### src/rtl/chip8_program_loader.sv
// Copies the CHIP-8 program image from the combinational ROM into main RAM.
// Can optionally zero the interpreter area below LOAD_BASE first.
//
// state  | meaning
// IDLE   | waiting for start; done holds the result of the last load
// CLEAR  | writing 8'h00 to RAM 0x000..LOAD_BASE-1
// COPY   | one ROM byte per non-held cycle copied to RAM, checksum accumulated
// FINISH | last strobe issued; drop busy, raise done
module chip8_program_loader #(
    parameter logic [11:0] LOAD_BASE     = 12'h200,
    parameter int          LOAD_LENGTH   = 256,
    parameter bit          CLEAR_LOW_RAM = 1'b0
) (
    input  logic        clk,
    input  logic        reset,
    input  logic        start,
    input  logic        hold,
    output logic [11:0] rom_read_address,
    input  logic [7:0]  rom_data,
    output logic        ram_write_enable,
    output logic [11:0] ram_write_address,
    output logic [7:0]  ram_write_data,
    output logic        busy,
    output logic        done,
    output logic [15:0] checksum
);

    typedef enum logic [1:0] {IDLE, CLEAR, COPY, FINISH} state_t;

    localparam bit          DO_CLEAR   = CLEAR_LOW_RAM && (LOAD_BASE != 12'd0);
    localparam logic [12:0] CLEAR_LAST = {1'b0, LOAD_BASE} - 13'd1;
    localparam logic [12:0] COPY_LAST  = 13'(LOAD_LENGTH - 1);

    state_t      state, state_nx;
    logic [12:0] count, count_nx;
    logic [11:0] rom_addr_nx, wr_addr_nx;
    logic [7:0]  wr_data_nx;
    logic        wr_en_nx, busy_nx, done_nx;
    logic [15:0] sum_nx;

    always_comb begin
        state_nx    = state;
        count_nx    = count;
        rom_addr_nx = rom_read_address;
        wr_en_nx    = 1'b0;
        wr_addr_nx  = ram_write_address;
        wr_data_nx  = ram_write_data;
        busy_nx     = busy;
        done_nx     = done;
        sum_nx      = checksum;
        case (state)
            IDLE: begin
                if (start) begin
                    busy_nx     = 1'b1;
                    done_nx     = 1'b0;
                    sum_nx      = 16'd0;
                    rom_addr_nx = LOAD_BASE;
                    count_nx    = 13'd0;
                    state_nx    = DO_CLEAR ? CLEAR : COPY;
                end
            end
            CLEAR: begin
                if (!hold) begin
                    wr_en_nx   = 1'b1;
                    wr_addr_nx = count[11:0];
                    wr_data_nx = 8'h00;
                    count_nx   = count + 13'd1;
                    if (count == CLEAR_LAST) begin
                        state_nx = COPY;
                        count_nx = 13'd0;
                    end
                end
            end
            COPY: begin
                // ROM is combinational, so the byte for rom_read_address is written this edge
                if (!hold) begin
                    wr_en_nx    = 1'b1;
                    wr_addr_nx  = rom_read_address;
                    wr_data_nx  = rom_data;
                    sum_nx      = checksum + {8'h00, rom_data};
                    rom_addr_nx = rom_read_address + 12'd1;
                    count_nx    = count + 13'd1;
                    if (count == COPY_LAST) state_nx = FINISH;
                end
            end
            FINISH: begin
                busy_nx  = 1'b0;
                done_nx  = 1'b1;
                state_nx = IDLE;
            end
            default: state_nx = IDLE;
        endcase
    end

    always_ff @(posedge clk) begin
        if (reset) begin
            state             <= IDLE;
            count             <= 13'd0;
            rom_read_address  <= LOAD_BASE;
            ram_write_enable  <= 1'b0;
            ram_write_address <= 12'd0;
            ram_write_data    <= 8'h00;
            busy              <= 1'b0;
            done              <= 1'b0;
            checksum          <= 16'd0;
        end else begin
            state             <= state_nx;
            count             <= count_nx;
            rom_read_address  <= rom_addr_nx;
            ram_write_enable  <= wr_en_nx;
            ram_write_address <= wr_addr_nx;
            ram_write_data    <= wr_data_nx;
            busy              <= busy_nx;
            done              <= done_nx;
            checksum          <= sum_nx;
        end
    end

endmodule
### config.mk
export PLATFORM = sky130hd
export DESIGN_NAME = chip8_program_loader
export DESIGN_NICKNAME = d
export VERILOG_FILES = /design/src/rtl/chip8_program_loader.sv
export SDC_FILE = /design/constraint.sdc
export NUM_CORES = 1
export LEC_CHECK = 0
export CELL_PAD_IN_SITES_DETAIL_PLACEMENT = 1
export CELL_PAD_IN_SITES_GLOBAL_PLACEMENT = 1
export CORE_MARGIN = 2
export CORE_UTILIZATION = 33
export DETAILED_ROUTE_END_ITERATION = 10
export PLACE_DENSITY_LB_ADDON = 0.1
export SLEW_MARGIN = 20
export SYNTH_ARGS = -nofsm -noshare
export SYNTH_HDL_FRONTEND = slang
export SYNTH_SLANG_ARGS = --single-unit
### constraint.sdc
create_clock -name clk -period 5.9 [get_ports clk]
set_input_delay 1.18 -clock clk [delete_from_list [all_inputs] [get_ports clk]]
set_output_delay 1.18 -clock clk [all_outputs]
set_load 0.01 [all_outputs]
# After elaboration in Yosys (flattened, before gate mapping)
# Cells that the tools add are included.
# totals
ff_bits	66
input_bits	12
word_cells	63
# op_classes
reduce_logical	12
mux	28
eq_ne	10
bitwise_logic	1
n_addsub	3
# op_table
cell	count
$mux 13	4
$mux 12	4
$pmux 12 s2	2
$pmux 13 s3	1
$mux 16	2
$pmux 16 s2	1
$add 16x8->16	1
$mux 8	2
$pmux 8 s2	1
$add 13x1->13 const B	1
$eq 13x8->1 const B	1
$eq 13x9->1 const B	1
$add 12x1->12 const B	1
$mux 2	5
$ne 2x2->1 const B	5
$pmux 2 s4	1
$reduce_and 3->1	2
$reduce_bool 2->1	3
$reduce_and 5->1	1
$eq 2x2->1 const B	2
$pmux 1 s2	2
$reduce_and 4->1	1
$reduce_or 2->1	2
$mux 1	3
5 further kinds	5

# Depth between registers and ports, before layout
# logic_depth
word_depth	4
depth_mapped	9
depth_no_buf	8

# Worst setup path after synthesis
# No wires, ideal clock.
# synth_timing
path_type	input to register
from	input rom_data[1]
to	register checksum[7]
cell_stages	6
t_arrival_ps	2619
setup_slack_ps	3158
cell_sequence	ha_1 > a211oi_1 > o21bai_1 > a2111oi_0 > nor3_1 > nand3b_1
# synth_between
elab_chain_len	3
# synth_lines
element	line_no	source
start: declaration	19	input logic [7:0] rom_data,
$add 16x8->16	80	sum_nx = checksum + {8'h00, rom_data};
$mux 16	76	if (!hold) begin
$pmux 16 s2	51	case (state)
end signal: assignment	115	checksum <= sum_nx;
end: declaration	25	output logic [15:0] checksum
# Every way passes these cells. The select of a mux whose other input is x is not followed.
# A chain may end at the register's enable or synchronous reset.

# Worst setup path in the final report
# layout_timing
from	input hold
to	register rom_read_address[10]
# layout_between
elab_chain_len	2
# layout_lines
element	line_no	source
start: declaration	17	input logic hold,
$ne 2x2->1 (no line)	n/a	
$reduce_and 3->1 (no line)	n/a	
end signal: assignment	109	rom_read_address <= rom_addr_nx;
end: declaration	18	output logic [11:0] rom_read_address,
# Every way passes these cells.

==> impl_metrics.toml <==
[status]
status = "complete, no violations"

[clocking]
clk_pin_slew_ps = 70
clk_path_buf_depth = 2
cts_root_buf = "clkbuf_8"
cts.sinks = 66
cts-htree-levels = 3
clock_latency_ps = 340
holdBufCountCts = 0
cts_inserted_buffers = 9
postCtsSetupBuffers = 0
post_cts_resized = 0
cts_tree = "done"

[min_path]
hold_class = "flop to flop"
min_from = "checksum[15]"
hold_end = "checksum[15]"
min_delay_path_depth = 2

[layout]
final_nets = 493
num_antenna_cells = 0
regArea_sq_um = 1320
layout_common_cells = "dfxtp_1 (66), clkdlybuf4s50_1 (62), nor2_1 (61)"
nFillCells = 1235
multi_input_area_sq_um = 2010
final_common_cell = "dfxtp_1"
area_growth_pct = 27.5
drive_gt1_frac = 0.0556

[setup_path]
path_delay_family = "simple AND/OR/NAND/NOR gates"
reg2reg_depth = 8
required_ps = 6180
slowest_stage = "a21oi_1"
worst_setup_path_end_kind = "flop"
crit_type = "primary input to flop"
max_stage_delay_ps = 610
r2r-start = "state[0]"
cpMostUsedCell = "a21oi_1"
rr_endpoint = "rom_read_address[10]"
regToRegSetupSlack_ps = 3160
crit_path_start_kind = "primary input"
crit_fanout = 9
path_buf_inv = 1
crit_path_cell_trace = "clkdlybuf4s50_1, nand2b_1, a21oi_1, nand3_1, or3_1, a21oi_1"
worstPathArrival_ps = 3530
crit_cells = 6

[synth]
synth-xor-area-share = 0.0203
synthMuxAreaShare = 0.0530
synth-adder-area-share = 0.0602
yosys_register_bits = 66
ys_async_sr_fraction = 0
netlist_instances = 404
synth_top_family_by_area = "compound AO/OA/AOI/OAI gates"
synth.net_count = 432
synth_edf_count = 0
synth_compound_area_frac = 0.227
synthSimpleGateAreaFrac = 0.224
synth_top_flop_cell = "dfxtp_1"
synthesis.area_sq_um = 3450
ys_types = 59
ys_warn_count = 0
seq_area_frac_synth = 0.383
avgSynthCellArea_sq_um = 8.54

[routing]
routedWlPerCell_um = 16.6
drtIter0Drc = 80
wl_mm = 10.1
ant_nets = 0
first_pass_iters = 4
drc = 0
vias_per_cell = 5.42
num_vias = 3271

[die]
dieArea_sq_um = 11300
core-area_sq_um = 10200
start_util = 0.337
io_pins = 63
die_h_um = 106
fp.dieW_um = 106
core.rowCount = 37

[sta]
fin_setup_tns_ps = 0
tightest_slew_ps = 1010
slew_headroom = 0.326
skew_ps = 9.75
hold_viol = 0
fmax_ghz = 0.308
period_needed_ps = 3250
fin_crit_sh = 0.551
finalMaxSlewViolations = 0
setup_slack_ps = 2650
rsz0062_at_grt = "false"
setup_violations = 0

[global_route]
grt.total_usage = 0.192
grt_pass1_wl_mm = 17.1
antenna_found_initial = 0
grt_pass1_vias = 3420
grt_start_max_net_pins = 27
grt-ovfl-total = 0

[run]
drv_cap = 0

[power]
power_density_nw_per_um2 = 361
p_leak_nw = 1.61
vdd_ir_drop_max_mv = 0.122

[place]
dp_hpwl_mm = 7.44
place_congestion = 0.844
portBuffers = 62
place_ws_ps = 2220
[synthesized netlist by cell type, types with 7 or more instances]
cell type,number,area share
a211oi_1,16,0.035
a21oi_1,16,0.023
a22o_1,7,0.018
a22oi_1,10,0.022
and3_1,7,0.013
clkbuf_1,14,0.015
dfxtp_1,66,0.38
ha_1,15,0.054
inv_1,13,0.014
mux2i_1,16,0.046
nand2_1,25,0.027
nand2b_1,7,0.013
nand3_1,9,0.013
nand4_1,8,0.015
nor2_1,61,0.066
nor2b_1,9,0.016
nor3_1,12,0.017
o21ai_0,9,0.013
o21ai_1,11,0.016
[stage by stage]
step            util  hold WS [ps]  area (sq um)  total power [mW]  std cells
3_3_place_gp   0.411           460          4210              1.20        590
4_1_cts        0.430           483          4400              1.61        604
3_5_place_dp   0.411           464          4210              1.21        590
6_report       0.430           480          4400              1.59        604
2_1_floorplan      -           440          3450             0.972        404
5_1_grt        0.430           518          4400              1.71        604
[sequential cells by signal, summed over array words and instances (netlist names)]
register	count
checksum	16
count	13
ram_write_address	12
rom_read_address	12
ram_write_data	8
state	2
busy	1
done	1
ram_write_enable	1
[worst reg2reg max path: stages, from the launching register on]
cell	delay (ps)
dfxtp_1	380
inv_1	100
ha_1	200
buf_4	240
nand2b_1	300
a21oi_1	620
nand3_1	290
or3_1	410
a21oi_1	140
[how the worst max path moves through the flow]
stage / from / endpoint / slack, ps
final: hold / rom_read_address[10] / 2650
after global routing: hold / rom_read_address[8] / 2350
after CTS: hold / rom_read_address[10] / 2580
after detailed placement: hold / rom_read_address[10] / 2220
after global placement: hold / rom_read_address[8] / 2250
after floorplan: rom_data[1] / checksum[7] / 3160
[power by group]
part	internal [mW]	leakage, nW	switching (mW)	total (mW)
Combinational	0.258	0.982	0.393	0.651
Clock	0.214	0.0946	0.181	0.395
Sequential	0.503	0.535	0.0397	0.543
[cell families (layout without fill, tap and decap cells)]
| logic type | count (synthesis) | after routing |
|---|---|---|
| simple gates | 159 | 159 |
| buf+inv | 29 | 93 |
| flops | 66 | 66 |
| mux | 18 | 18 |
| xor+xnor | 8 | 8 |
| compound gates | 108 | 108 |
| fa+ha+maj | 16 | 16 |
[final cells by class]
cell class,instances,area share
clock buffer,12,0.0353
clock inverter,2,0.00853
inverter,13,0.0111
multi-input combinational,309,0.458
sequential,66,0.300
tap,136,0.0387
timing repair buffer,66,0.148
[metal layers]
metal | track usage | routed length [um] | vias to the layer above
met5 | 0 | 0 | -
met4 | 0.0620 | 141 | 0
met3 | 0.0264 | 226 | 11
met2 | 0.336 | 4950 | 51
met1 | 0.243 | 4740 | 1601
li1 | - | - | 1608
No activity file was read; power rests on OpenSTA's default activity.
